`config.mk`:
```
export PLATFORM = sky130hd
export DESIGN_NAME = pad_in_cond
export DESIGN_NICKNAME = d
export VERILOG_FILES = /design/src/rtl/pad_in_cond.sv
export SDC_FILE = /design/constraint.sdc
export NUM_CORES = 1
export LEC_CHECK = 0
export BUFFER_PORTS_ARGS = -buffer_cell sky130_fd_sc_hd__buf_2
export CORE_MARGIN = 3
export CORE_UTILIZATION = 45
export DETAILED_ROUTE_END_ITERATION = 8
export GPL_ROUTABILITY_DRIVEN = 0
export PLACE_DENSITY_LB_ADDON = 0.15
export SETUP_SLACK_MARGIN = 0.5
export SLEW_MARGIN = 10
export SYNTH_ARGS = -nofsm -noshare
export SYNTH_HDL_FRONTEND = slang
export SYNTH_SLANG_ARGS = --single-unit
```
`constraint.sdc`:
```
create_clock -name clk -period 3.2 [get_ports clk]
set_input_delay 0.64 -clock clk [delete_from_list [all_inputs] [get_ports clk]]
set_output_delay 0.64 -clock clk [all_outputs]
set_load 0.02 [all_outputs]
```
`src/rtl/pad_in_cond.sv`:
```
// pad_in_cond: receive-side conditioner for bidirectional IO pads.
// Per pin: synchronises the asynchronous pad input-sense bit into clk,
// optionally debounces it, detects rising/falling edges of the filtered
// value and keeps sticky, write-1-to-clear interrupt-pending bits.
//
// Ports
//   clk        core clock
//   rst_n      asynchronous active-low reset (synchronous release upstream)
//   pad_i      [DW]        raw pad input-sense, asynchronous to clk
//   db_en      1 = debounce enabled for all pins
//   db_thresh  [DB_CNT_W]  required consecutive stable cycles (0 acts as 1)
//   rise_ie    [DW]        per-pin rising-edge interrupt enable
//   fall_ie    [DW]        per-pin falling-edge interrupt enable
//   ip_clr     [DW]        per-pin single-cycle clear of both pending bits
//   in_val     [DW]        conditioned pin value (registered)
//   rise_ip    [DW]        sticky rising-edge pending (registered)
//   fall_ip    [DW]        sticky falling-edge pending (registered)
//   irq        OR of all pending bits, combinational from the pending flops
module pad_in_cond #(
   parameter int unsigned DW          = 8,
   parameter int unsigned SYNC_STAGES = 2,   // legal range 2..4
   parameter int unsigned DB_CNT_W    = 4
) (
   input  logic                clk,
   input  logic                rst_n,
   input  logic [DW-1:0]       pad_i,
   input  logic                db_en,
   input  logic [DB_CNT_W-1:0] db_thresh,
   input  logic [DW-1:0]       rise_ie,
   input  logic [DW-1:0]       fall_ie,
   input  logic [DW-1:0]       ip_clr,
   output logic [DW-1:0]       in_val,
   output logic [DW-1:0]       rise_ip,
   output logic [DW-1:0]       fall_ip,
   output logic                irq
);

   // The filter flop is the final resolving stage of the synchroniser, so the
   // raw chain ahead of it is one flop shorter than SYNC_STAGES. This gives a
   // pad-to-in_val latency of SYNC_STAGES edges in bypass mode.
   localparam int unsigned SYNC_W = SYNC_STAGES - 1;

   logic [SYNC_W-1:0][DW-1:0]   sync_q;
   logic [DW-1:0]               sync_last;

   logic [DW-1:0]               filt_q;
   logic [DW-1:0]               filt_d;
   logic [DW-1:0][DB_CNT_W-1:0] cnt_q;
   logic [DW-1:0][DB_CNT_W-1:0] cnt_d;

   logic [DW-1:0]               rise_q;
   logic [DW-1:0]               rise_d;
   logic [DW-1:0]               fall_q;
   logic [DW-1:0]               fall_d;

   logic [DB_CNT_W-1:0]         thresh_m1;
   logic [DW-1:0]               rise_set;
   logic [DW-1:0]               fall_set;

   // Plain flop chain, nothing between stages.
   always_ff @(posedge clk or negedge rst_n) begin
      if (!rst_n) begin
         sync_q <= '0;
      end else begin
         sync_q[0] <= pad_i;
         for (int s = 1; s < SYNC_W; s++) begin
            sync_q[s] <= sync_q[s-1];
         end
      end
   end

   assign sync_last = sync_q[SYNC_W-1];

   // T-1, with a zero threshold behaving as a threshold of one.
   assign thresh_m1 = (db_thresh == '0) ? '0 : DB_CNT_W'(db_thresh - 1'b1);

   // Debounce / bypass next-state per pin.
   always_comb begin
      filt_d = filt_q;
      cnt_d  = '0;
      for (int i = 0; i < DW; i++) begin
         if (!db_en) begin
            filt_d[i] = sync_last[i];
         end else if (sync_last[i] != filt_q[i]) begin
            // >= rather than == so a threshold lowered mid-count commits
            // promptly instead of wrapping the counter.
            if (cnt_q[i] >= thresh_m1) begin
               filt_d[i] = sync_last[i];
            end else begin
               cnt_d[i] = DB_CNT_W'(cnt_q[i] + 1'b1);
            end
         end
      end
   end

   // Edges are taken from filt_d so pending bits set with in_val.
   assign rise_set = filt_d & ~filt_q & rise_ie;
   assign fall_set = ~filt_d & filt_q & fall_ie;

   // Set wins over a same-cycle clear.
   assign rise_d = rise_set | (rise_q & ~ip_clr);
   assign fall_d = fall_set | (fall_q & ~ip_clr);

   // Filter, counter and pending state.
   always_ff @(posedge clk or negedge rst_n) begin
      if (!rst_n) begin
         filt_q <= '0;
         cnt_q  <= '0;
         rise_q <= '0;
         fall_q <= '0;
      end else begin
         filt_q <= filt_d;
         cnt_q  <= cnt_d;
         rise_q <= rise_d;
         fall_q <= fall_d;
      end
   end

   assign in_val  = filt_q;
   assign rise_ip = rise_q;
   assign fall_ip = fall_q;
   assign irq     = |(rise_q | fall_q);

endmodule
```
Yosys cells after proc, flatten, opt, wreduce, memory -nomap -nowiden --
Cells that the tools add are included.
Storage, ports and cells: bits in registers 64, output and inout bits 25
Operators by class: $add $sub $neg 9, $lt $le $gt $ge 8, eq/ne operators 8, muxes and demuxes 49, bitwise operators 12, reduce and logical (&&, ||, !) cells 2
Operators by type and width (count):
- two-way mux 4 bit | 25
- bitwise AND 8 bit | 6
- adder 4 x 1 -> 4 bit, second input constant | 8
- greater-or-equal comparator 4 bit | 8
- two-way mux 1 bit | 24
- NOT 8 bit | 3
- OR 8 bit | 3
- inequality test 1 bit | 8
- OR reduction 8 bit | 1
- zero test 4 bit | 1
- subtractor 4 x 1 -> 4 bit, second input constant | 1

Depth between registers and ports, before layout --
Gate-level depths: netlist of the first run.
depth after elaboration 10, gate-level depth with buffers 8

Worst setup path after synthesis of the first run --
OpenSTA, ideal clock, no wires.
kind input to register, start point input db_thresh[0], end point register filt_q[3], in the netlist in_val[3], setup time 0.125 ns, arrival time 2.262 ns, setup slack 0.814 ns, cell stages on the path 7, buffers on the path 0, cell sequence nor2_1 -> mux2i_1 -> ha_1 -> o21ai_0 -> nand3b_1 -> nand2_1 -> mux2_2
Between the ends: word-level cells in the longest chain between the ends 6, elaborated cells between the ends (all ways) 7
Ends and longest elaborated chain:
- start, declared | line 28 | input logic [DB_CNT_W-1:0] db_thresh,
- subtractor 4 x 1 -> 4 bit / zero test 4 bit (equally long branches) | line 75 | assign thresh_m1 = (db_thresh == '0) ? '0 : DB_CNT_W'(db_thresh - 1'b1);
- two-way mux 4 bit (*) | line 75
- greater-or-equal comparator 4 bit (*) | line 87 | if (cnt_q[i] >= thresh_m1) begin
- two-way mux 1 bit (*) | line 87
- two-way mux 1 bit (*) | line 84 | end else if (sync_last[i] != filt_q[i]) begin
- two-way mux 1 bit (*) | line 82 | if (!db_en) begin
- named net filt_d[3] | line 47 | logic [DW-1:0] filt_d;
- end signal, assigned | line 112 | filt_q <= filt_d;
- end, declared | line 46 | logic [DW-1:0] filt_q;
The timed path passes the listed nets; every way through them passes the cells marked *.

==> results.py, run 1 <==
metrics = {
    "detailed_routing": {
        "num_vias": 2484,
        "ant_nets": 0,
        "remaining_drc_errors": 0,
        "routed_via_density": 5.06,
        "first_pass_iters": 4,
        "drt_iter0_drc": 83,
        "drt-total-wl_um": 6840,
        "wl_per_cell_um": 13.9,
    },
    "setup_path": {
        "worst_path_max_delay_cell": "nor2_1",
        "startpoint_type": "primary input",
        "arrival_ns": 2.67,
        "crit_path_end_kind": "register",
        "cpMostUsedCell": "nor2_1",
        "required_ns": 3.47,
        "path_class": "primary input to register",
        "cp_num_buf_inv": 1,
        "crit_path_max_fanout": 8,
        "crit_chain": "buf_2, nor3_1, nor2_1, ha_1, nor3b_1, o2111ai_1, o21bai_1, nor2_1",
        "rrSetupSlack_ns": 1.48,
        "cpPeakStageDelay_ns": 0.60,
        "critPathTopFamily": "simple AND/OR/NAND/NOR gates",
    },
    "min_path": {
        "hold_class": "primary input to asynchronous set/reset pin",
    },
    "layout": {
        "nFillCells": 677,
        "syn2layout_area_growth_pct": 19.3,
        "fin_area_um2": 4050,
        "fin_cells": 491,
        "drive_above_1_share_pct": 26.3,
        "nNetsFinal": 466,
        "layout_common_cells": "dfrtp_1, buf_2, ha_1",
        "utilization_pct": 55.5,
        "layout_commonest_cell": "dfrtp_1",
        "diodes": 0,
    },
    "clock_tree": {
        "ctsResizeCount": 0,
        "cts_tree": "built",
        "hold_buffers": 0,
        "post_cts_buffers": 0,
        "clkLatencyLatePin_ns": 0.34,
        "cts_max_level": 3,
        "cts_root_buf": "clkbuf_8",
        "cts_buffers": 9,
        "cts.clk_slew.worst_paths_ns": 0.07,
        "cts.sinks": 64,
        "cts.path.max_buffers": 2,
    },
    "job": {
        "maxCapViolCount": 0,
    },
    "power_and_ir_drop": {
        "pwr-share-seq_pct": 46.3,
        "p_int_mw": 1.47,
        "ir_worst_vdd_v": 0.000315,
        "comb_power_share_pct": 23.9,
        "p_leak_nw": 2.05,
        "p_per_area_nw_per_um2": 536,
        "p_clk_share_pct": 29.9,
        "p_sw_share_pct": 32.2,
        "net-switching-power_uw": 698,
    },
    "status": {
        "status": "finished clean",
    },
    "logic_synthesis": {
        "synthesis.nets": 389,
        "syn_area_um2": 3400,
        "synth_cell_types": 32,
        "synth_seq_cells": 64,
        "syn-instance-count": 310,
        "ys_warn_count": 0,
        "avgSynthCellArea_um2": 11.0,
        "ys_seq_area_share_pct": 47.2,
    },
    "place": {
        "io_buffers": 63,
        "dp.cells": 475,
        "dp_hpwl_um": 5140,
        "placed_area_um2": 3850,
    },
    "timing": {
        "clock.fmax_mhz": 417,
        "fin_crit_ns": 2.40,
        "finalHoldViolCount": 0,
        "finalMaxSlewViolations": 0,
        "relSlewSlack_pct": 46.9,
        "finalSetupTns_ns": 0,
        "tightest_slew_ns": 0.794,
        "timing.final.crit_share_pct": 74.9,
        "skew_ns": 0.00546,
        "rsz0062_at_grt": "false",
        "setup_viol": 0,
    },
    "floorplan": {
        "rows": 31,
        "die_area_um2": 8620,
        "die_h_um": 92.9,
        "die_w_um": 92.9,
        "core_area_um2": 7290,
        "io_pins": 64,
        "start_util_pct": 46.6,
    },
    "grt": {
        "grt-ovfl-total": 0,
        "grt_pass1_wl_um": 11600,
        "track_usage_pct": 17.4,
        "grt_max_degree": 30,
        "grt_pass1_vias": 2444,
        "antenna_found_initial": 0,
    },
}
[flip-flops by register name, summed over array words and instances (netlist names)]
register,flops
cnt_q,32
fall_ip,8
in_val,8
sync_last,8
rise_ip,8
[metal layers]
metal  track usage (%)  vias to the layer above  wire (µm)
met2              26.7                       40       3190
met3              3.33                       14        229
met5                 0                        -          0
met1              23.4                     1185       3250
li1                  -                     1245          -
met4              8.79                        0        165
[area by class of cell]
type / count / area, µm² / share of cell area [%]
well taps: 99 / 124 / 3.06
repair buffers: 67 / 345 / 8.53
clock buffers: 12 / 165 / 4.08
flip-flops and latches: 64 / 1600 / 39.5
multi-input cells: 212 / 1660 / 41.1
inverters: 33 / 124 / 3.06
clock inverters: 4 / 27.5 / 0.680
[cell families after synthesis]
| kind of cell | synth area share [%] |
|---|---|
| AOI/OAI and AO/OA | 9.54 |
| muxes | 2.95 |
| adders and majority gates | 14.7 |
| and+or+nand+nor | 15.7 |
| DFF | 47.2 |
| buffers and inverters | 3.98 |
| xor gates and xnor gates | 5.93 |
[power by group through the flow]
stage / sequential [mW] / combinational [mW] / clock (mW)
floorplan: 1.06 / 0.294 / 0
global placement: 1.02 / 0.515 / 0
detailed placement: 1.02 / 0.524 / 0
CTS: 1.00 / 0.526 / 0.671
global route: 1.02 / 0.595 / 0.704
finish: 1.00 / 0.518 / 0.648
[path summary, 6_finish.rpt]
kind | depth (start not counted) | to | start
max in group asynchronous | 2 | fall_ip[3]$_DFF_PN0_ | rst_n
min in group clk | 1 | sync_last[4]$_DFF_PN0_ | pad_i[4]
hold reg to reg | 1 | cnt_q[12]$_DFF_PN0_ | cnt_q[12]$_DFF_PN0_
setup reg to reg | 5 | in_val[6]$_DFF_PN0_ | cnt_q[26]$_DFF_PN0_
setup / recovery | 8 | cnt_q[2]$_DFF_PN0_ | db_thresh[2]
hold / removal | 1 | cnt_q[19]$_DFF_PN0_ | rst_n
[metrics by stage]
stage               total power [mW]  hold slack [ns]  setup WS, ns
global placement                1.53            0.476         0.338
floorplan                       1.35            0.344         0.814
CTS                             2.20            0.331         0.660
detailed placement              1.54            0.479         0.297
global route                    2.32            0.382         0.717
finish                          2.17            0.329         0.803
[cell usage after synthesis, drive strengths merged]
master,number,area [µm²]
a21bo,7,70.1
a21oi,1,5.00
and3,7,43.8
buf,1,11.3
dfrtp,64,1600
ha,40,500
inv,33,124
mux2,8,90.1
mux2i,1,10.0
nand2,22,87.6
nand3,10,50.1
nand3b,7,52.6
nand4,1,6.26
nor2,27,101
nor2b,10,62.6
nor3,1,5.00
nor3b,1,7.51
nor4,4,25.0
nor4b,7,91.3
o2111ai,1,8.76
o211ai,1,7.51
o21a,1,7.51
o21ai,16,87.6
o21bai,1,7.51
o31ai,1,7.51
o32ai,14,123
xnor2,8,70.1
xor2,15,131
Note: power is estimated with default switching activity, not from simulation.
==> run 2, diff against run 1 <==
--- a/config.mk
+++ b/config.mk
@@ -5,6 +5,7 @@
 export SDC_FILE = /design/constraint.sdc
 export NUM_CORES = 1
 export LEC_CHECK = 0
+export ABC_AREA = 1
 export BUFFER_PORTS_ARGS = -buffer_cell sky130_fd_sc_hd__buf_2
 export CORE_MARGIN = 3
 export CORE_UTILIZATION = 45
==> constraint.sdc (replaced) <==
create_clock -name clk -period 2.45 [get_ports clk]
set_input_delay 0.49 -clock clk [delete_from_list [all_inputs] [get_ports clk]]
set_output_delay 0.49 -clock clk [all_outputs]
set_load 0.02 [all_outputs]
==> results.py, run 2 <==
metrics = {
    "status": {
        "status": "finished clean",
    },
    "job": {
        "maxCapViolCount": 0,
    },
    "logic_synthesis": {
        "synth_top_area_share_pct": 45.5,
        "synth_area_leaders": "dfrtp_1, ha_1, nand2_1",
        "synth_edf_count": 0,
        "synth_compound_area_share_pct": 3.48,
        "muxShareOfSynthArea_pct": 0,
        "synth_top_family_by_area": "simple AND/OR/NAND/NOR gates",
        "syn_area_um2": 3520,
        "synth_xor_area_share_pct": 3.23,
        "synth_common_cells": "nand2_1, inv_1, dfrtp_1",
        "synth_cell_types": 18,
        "synthesis.nets": 493,
        "ys_warn_count": 0,
        "synth_seq_cells": 64,
        "yosysMostFrequentCell": "nand2_1",
        "ys.flop_type": "dfrtp_1",
        "synth_top_cell_by_area": "dfrtp_1",
        "syn-instance-count": 414,
        "synthSimpleGateAreaFrac_pct": 26.4,
        "async_reset_ff_share_pct": 100,
        "ys_seq_area_share_pct": 45.5,
        "avgSynthCellArea_um2": 8.51,
        "synth_adder_area_share_pct": 14.2,
    },
    "min_path": {
        "hold_class": "primary input to asynchronous set/reset pin",
    },
    "place": {
        "io_buffers": 63,
        "post-place-ws_ns": -0.0903,
        "dp_hpwl_um": 5780,
    },
    "timing": {
        "rsz0062_at_grt": "true",
        "timing.final.crit_share_pct": 78.1,
        "finalMaxSlewViolations": 0,
        "finalHoldViolCount": 0,
        "setup_ws_ns": 0.537,
        "fin_crit_ns": 1.91,
        "setup_viol": 0,
        "tightest_slew_ns": 0.549,
        "relSlewSlack_pct": 63.4,
        "skew_ns": 0.00832,
        "clock.fmax_mhz": 523,
    },
    "clock_tree": {
        "clkLatencyLatePin_ns": 0.34,
        "cts_max_level": 3,
        "cts_root_buf": "clkbuf_8",
        "cts.path.max_buffers": 2,
        "cts_tree": "built",
        "cts.clk_slew.worst_paths_ns": 0.08,
        "cts_buffers": 9,
        "hold_buffers": 0,
        "cts.sinks": 64,
    },
    "layout": {
        "layout_commonest_cell": "nand2_1",
        "layout_common_cells": "nand2_1, inv_1, dfrtp_1",
        "drive_above_1_share_pct": 21.1,
        "nNetsFinal": 571,
        "utilization_pct": 57.8,
        "syn2layout_area_growth_pct": 21.6,
        "diodes": 0,
        "top_register": "cnt_q",
        "largest_register_ffs": 32,
    },
    "detailed_routing": {
        "ant_nets": 0,
        "drt_iter0_drc": 72,
        "remaining_drc_errors": 0,
        "first_pass_iters": 4,
        "routed_via_density": 4.81,
        "num_vias": 2864,
        "wl_per_cell_um": 13.0,
        "drt-total-wl_um": 7750,
    },
    "floorplan": {
        "start_util_pct": 47.5,
        "die_area_um2": 8920,
        "rows": 31,
        "io_pins": 64,
        "core_area_um2": 7410,
        "die_w_um": 94.5,
        "die_h_um": 94.5,
    },
    "grt": {
        "track_usage_pct": 19.1,
        "grt-ovfl-total": 0,
        "antenna_found_initial": 0,
        "grt_pass1_wl_um": 13100,
        "grt_pass1_vias": 2855,
        "grt_max_degree": 26,
    },
    "setup_path": {
        "crit_path_end_kind": "output port",
        "path_class": "register to output port",
        "arrival_ns": 1.42,
        "required_ns": 1.96,
        "startpoint_type": "register",
        "crit_path_max_fanout": 3,
    },
    "power_and_ir_drop": {
        "p_leak_nw": 2.41,
        "p_per_area_nw_per_um2": 631,
        "ir_worst_vdd_v": 0.000442,
    },
}
## run 2: power breakdown
part	total (mW)	switching [mW]	internal, mW
clock network	1.02	0.425	0.599
registers	1.19	0.0688	1.12
logic	0.484	0.307	0.177
total	2.70	0.801	1.90
## run 2: area by class of cell
| class | count | area (µm²) |
|---|---|---|
| fill | 689 | 3130 |
| tap | 99 | 124 |
| timing repair buffer | 67 | 345 |
| inverter | 68 | 255 |
| clock inverter | 5 | 80.1 |
| clock buffer | 11 | 141 |
| multi-input combinational | 282 | 1730 |
| sequential | 64 | 1600 |
## run 2: cells by family (layout without fill, tap and decap cells)
group | Yosys count | in the layout
AOI/OAI and AO/OA | 24 | 24
adders and majority gates | 40 | 40
and+or+nand+nor | 205 | 205
buffers and inverters | 68 | 151
DFF | 64 | 64
xor gates and xnor gates | 13 | 13
## run 2: through the flow
step                      instances  area (µm²)  TNS, ns  hold slack, ns  total power, mW
after floorplan                 414        3520        0           0.194             1.49
after global placement          578        3980        0           0.489             1.67
after detailed placement        578        3980   -0.396           0.496             1.68
after CTS                       594        4210        0           0.133             2.72
after global routing            596        4280        0           0.147             2.86
final                           596        4280        0           0.125             2.70
## run 2: routing by layer
layer | GRT usage [%] | vias up | part of all wire [%]
met5 | 0 | - | 0
met4 | 5.53 | 0 | 1.2
met3 | 6.06 | 9 | 4.7
met2 | 32.0 | 48 | 49
met1 | 23.6 | 1326 | 45
li1 | - | 1481 | -
## run 2: timing repair
action	in CTS	in global routing
pin swaps	0	1
endpoints found under the setup margin	57	49
gates resized for setup	4	11
buffers inserted	0	2
## run 2: worst paths after layout
check	cells past startpoint	to	startpoint	slack, ns
max in group asynchronous	2	in_val[1]$_DFF_PN0_	rst_n	1.59
max	3	irq	rise_ip[7]$_DFF_PN0_	0.54
min	1	sync_last[2]$_DFF_PN0_	rst_n	0.13
max reg2reg	7	cnt_q[6]$_DFF_PN0_	cnt_q[4]$_DFF_PN0_	0.97
min reg2reg	1	cnt_q[4]$_DFF_PN0_	cnt_q[4]$_DFF_PN0_	0.51
min in group clk	1	sync_last[3]$_DFF_PN0_	pad_i[3]	0.24
## run 2: critical path: stages (launching register included)
cell and delay [ns]:
dfrtp_1 0.42, nor4_4 0.35, nand4_1 0.13, buf_2 0.18
==> run 3, diff against run 2 <==
==> constraint.sdc (replaced) <==
create_clock -name clk -period 1.9 [get_ports clk]
set_input_delay 0.38 -clock clk [delete_from_list [all_inputs] [get_ports clk]]
set_output_delay 0.38 -clock clk [all_outputs]
set_load 0.02 [all_outputs]
==> results.py, run 3 (synthesis results as in run 2) <==
metrics = {
    "detailed_routing": {
        "top_layer": "met4",
        "num_vias": 3080,
        "wl_met1_um": 3970,
        "dr_wl_met3_um": 386,
        "drt_iter0_drc": 61,
        "remaining_drc_errors": 0,
        "routed-wl-met2_um": 4670,
        "first_pass_iters": 5,
        "routed_via_density": 5.08,
        "ant_nets": 0,
        "drt-total-wl_um": 9260,
        "wl_per_cell_um": 15.3,
    },
    "place": {
        "dp_hpwl_um": 5990,
        "post-place-ws_ns": -0.131,
        "io_buffers": 63,
    },
    "floorplan": {
        "start_util_pct": 47.5,
        "die_h_um": 94.5,
        "die_w_um": 94.5,
        "io_pins": 64,
        "rows": 31,
        "core_area_um2": 7410,
        "die_area_um2": 8920,
    },
    "timing": {
        "timing.final.crit_share_pct": 101,
        "relSlewSlack_pct": 66.9,
        "setup_ws_ns": -0.0272,
        "tightest_slew_ns": 0.495,
        "finalHoldViolCount": 0,
        "clock.fmax_mhz": 519,
        "finalMaxSlewViolations": 0,
        "fin_crit_ns": 1.93,
        "setup_viol": 1,
        "rsz0062_at_grt": "true",
        "skew_ns": 0.00635,
    },
    "setup_path": {
        "crit_chain": "nor4_2, nand4_1, buf_4",
        "path_class": "register to output port",
        "cpPeakStageDelay_ns": 0.43,
        "cp_num_buf_inv": 1,
        "crit_path_end_kind": "output port",
        "required_ns": 1.52,
        "crit_path_max_fanout": 3,
        "startpoint": "rise_ip[7]$_DFF_PN0_",
        "critPathTopFamily": "simple AND/OR/NAND/NOR gates",
        "startpoint_type": "register",
        "r2r-start": "cnt_q[11]$_DFF_PN0_",
        "arrival_ns": 1.55,
        "worst_path_max_delay_cell": "dfrtp_1",
    },
    "status": {
        "violations": "setup timing",
        "status": "complete, but fails checks",
    },
    "clock_tree": {
        "cts.path.max_buffers": 2,
        "cts_tree": "built",
        "clkLatencyLatePin_ns": 0.36,
        "cts.clk_slew.worst_paths_ns": 0.07,
        "hold_buffers": 0,
        "cts.sinks": 64,
        "cts_max_level": 3,
        "cts_root_buf": "clkbuf_8",
        "cts_buffers": 9,
    },
    "layout": {
        "diodes": 0,
        "layout_commonest_cell": "nand2_1",
        "largest_register_ffs": 32,
        "top_register": "cnt_q",
        "nNetsFinal": 581,
        "syn2layout_area_growth_pct": 45.7,
        "layout_common_cells": "nand2_1, inv_1, dfrtp_1, buf_2, nor2_1",
        "drive_above_1_share_pct": 44.6,
        "nFillCells": 586,
        "utilization_pct": 69.3,
    },
    "grt": {
        "grt-ovfl-total": 0,
        "grt_max_degree": 65,
        "grt_pass1_vias": 3114,
        "antenna_found_initial": 0,
        "track_usage_pct": 21.7,
        "grt_pass1_wl_um": 14800,
    },
    "power_and_ir_drop": {
        "comb_power_share_pct": 26.1,
        "ir_worst_vdd_v": 0.000396,
        "p_per_area_nw_per_um2": 689,
        "p_leak_nw": 2.56,
        "p_int_mw": 2.29,
        "p_clk_share_pct": 29.9,
        "p_sw_share_pct": 35.3,
        "net-switching-power_mw": 1.25,
        "pwr-share-seq_pct": 44.0,
    },
    "min_path": {
        "hold_class": "primary input to asynchronous set/reset pin",
    },
    "job": {
        "maxCapViolCount": 0,
    },
}
[run 3: metrics by stage]
step           cells  hold slack [ns]  TNS (ns)  instance area [µm²]  total power, mW
2_1_floorplan    414           0.0844         0                 3600             1.95
3_3_place_gp     583            0.420     -1.86                 4110             2.19
3_5_place_dp     583            0.428     -4.13                 4110             2.21
4_1_cts          604           0.0496         0                 4900             3.43
5_1_grt          606           0.0578   -0.0718                 5130             3.73
6_report         606           0.0124   -0.0272                 5130             3.53
[run 3: power groups by stage]
stage / combinational (mW) / sequential (mW) / clock [mW]
global route: 1.02 / 1.57 / 1.14
CTS: 0.816 / 1.54 / 1.07
finish: 0.923 / 1.56 / 1.06
floorplan: 0.348 / 1.60 / 0
detailed placement: 0.647 / 1.56 / 0
global placement: 0.631 / 1.56 / 0
[run 3: final timing paths]
path	slack [ns]	endpoint	cells after the start
min in group clk	0.12	sync_last[2]$_DFF_PN0_	1
max	-0.03	irq	3
max in group asynchronous	1.55	rise_ip[2]$_DFF_PN0_	2
min reg2reg	0.51	cnt_q[8]$_DFF_PN0_	1
min	0.01	cnt_q[26]$_DFF_PN0_	2
max reg2reg	0.42	rise_ip[2]$_DFF_PN0_	6
[run 3: repair_timing]
item | in CTS | in global routing
setup buffers | 5 | 2
pin swaps | 72 | 44
setup endpoints to repair | 59 | 59
gates resized for setup | 106 | 56
[run 3: layout make-up]
| cell class | count | area [µm²] | share of cell area, % |
|---|---|---|---|
| Clock inverter | 7 | 48.8 | 0.951 |
| Tap cell | 99 | 124 | 2.41 |
| Sequential cell | 64 | 1610 | 31.4 |
| Timing Repair Buffer | 77 | 508 | 9.90 |
| Inverter | 68 | 255 | 4.97 |
| Multi-Input combinational cell | 282 | 2460 | 47.9 |
| Clock buffer | 9 | 124 | 2.41 |
[run 3: per-layer routing]
layer  up-vias  GRT usage [%]
li1       1503              -
met1      1492           28.3
met2        71           35.8
met3        14           4.46
met4         0           7.57
met5         -              0
[run 3: worst register-to-register path, delay by kind of cell, from the launching register on]
family	cells	cell delay [ns]
simple gates	5	0.64
flops	1	0.41
fa+ha+maj	1	0.33
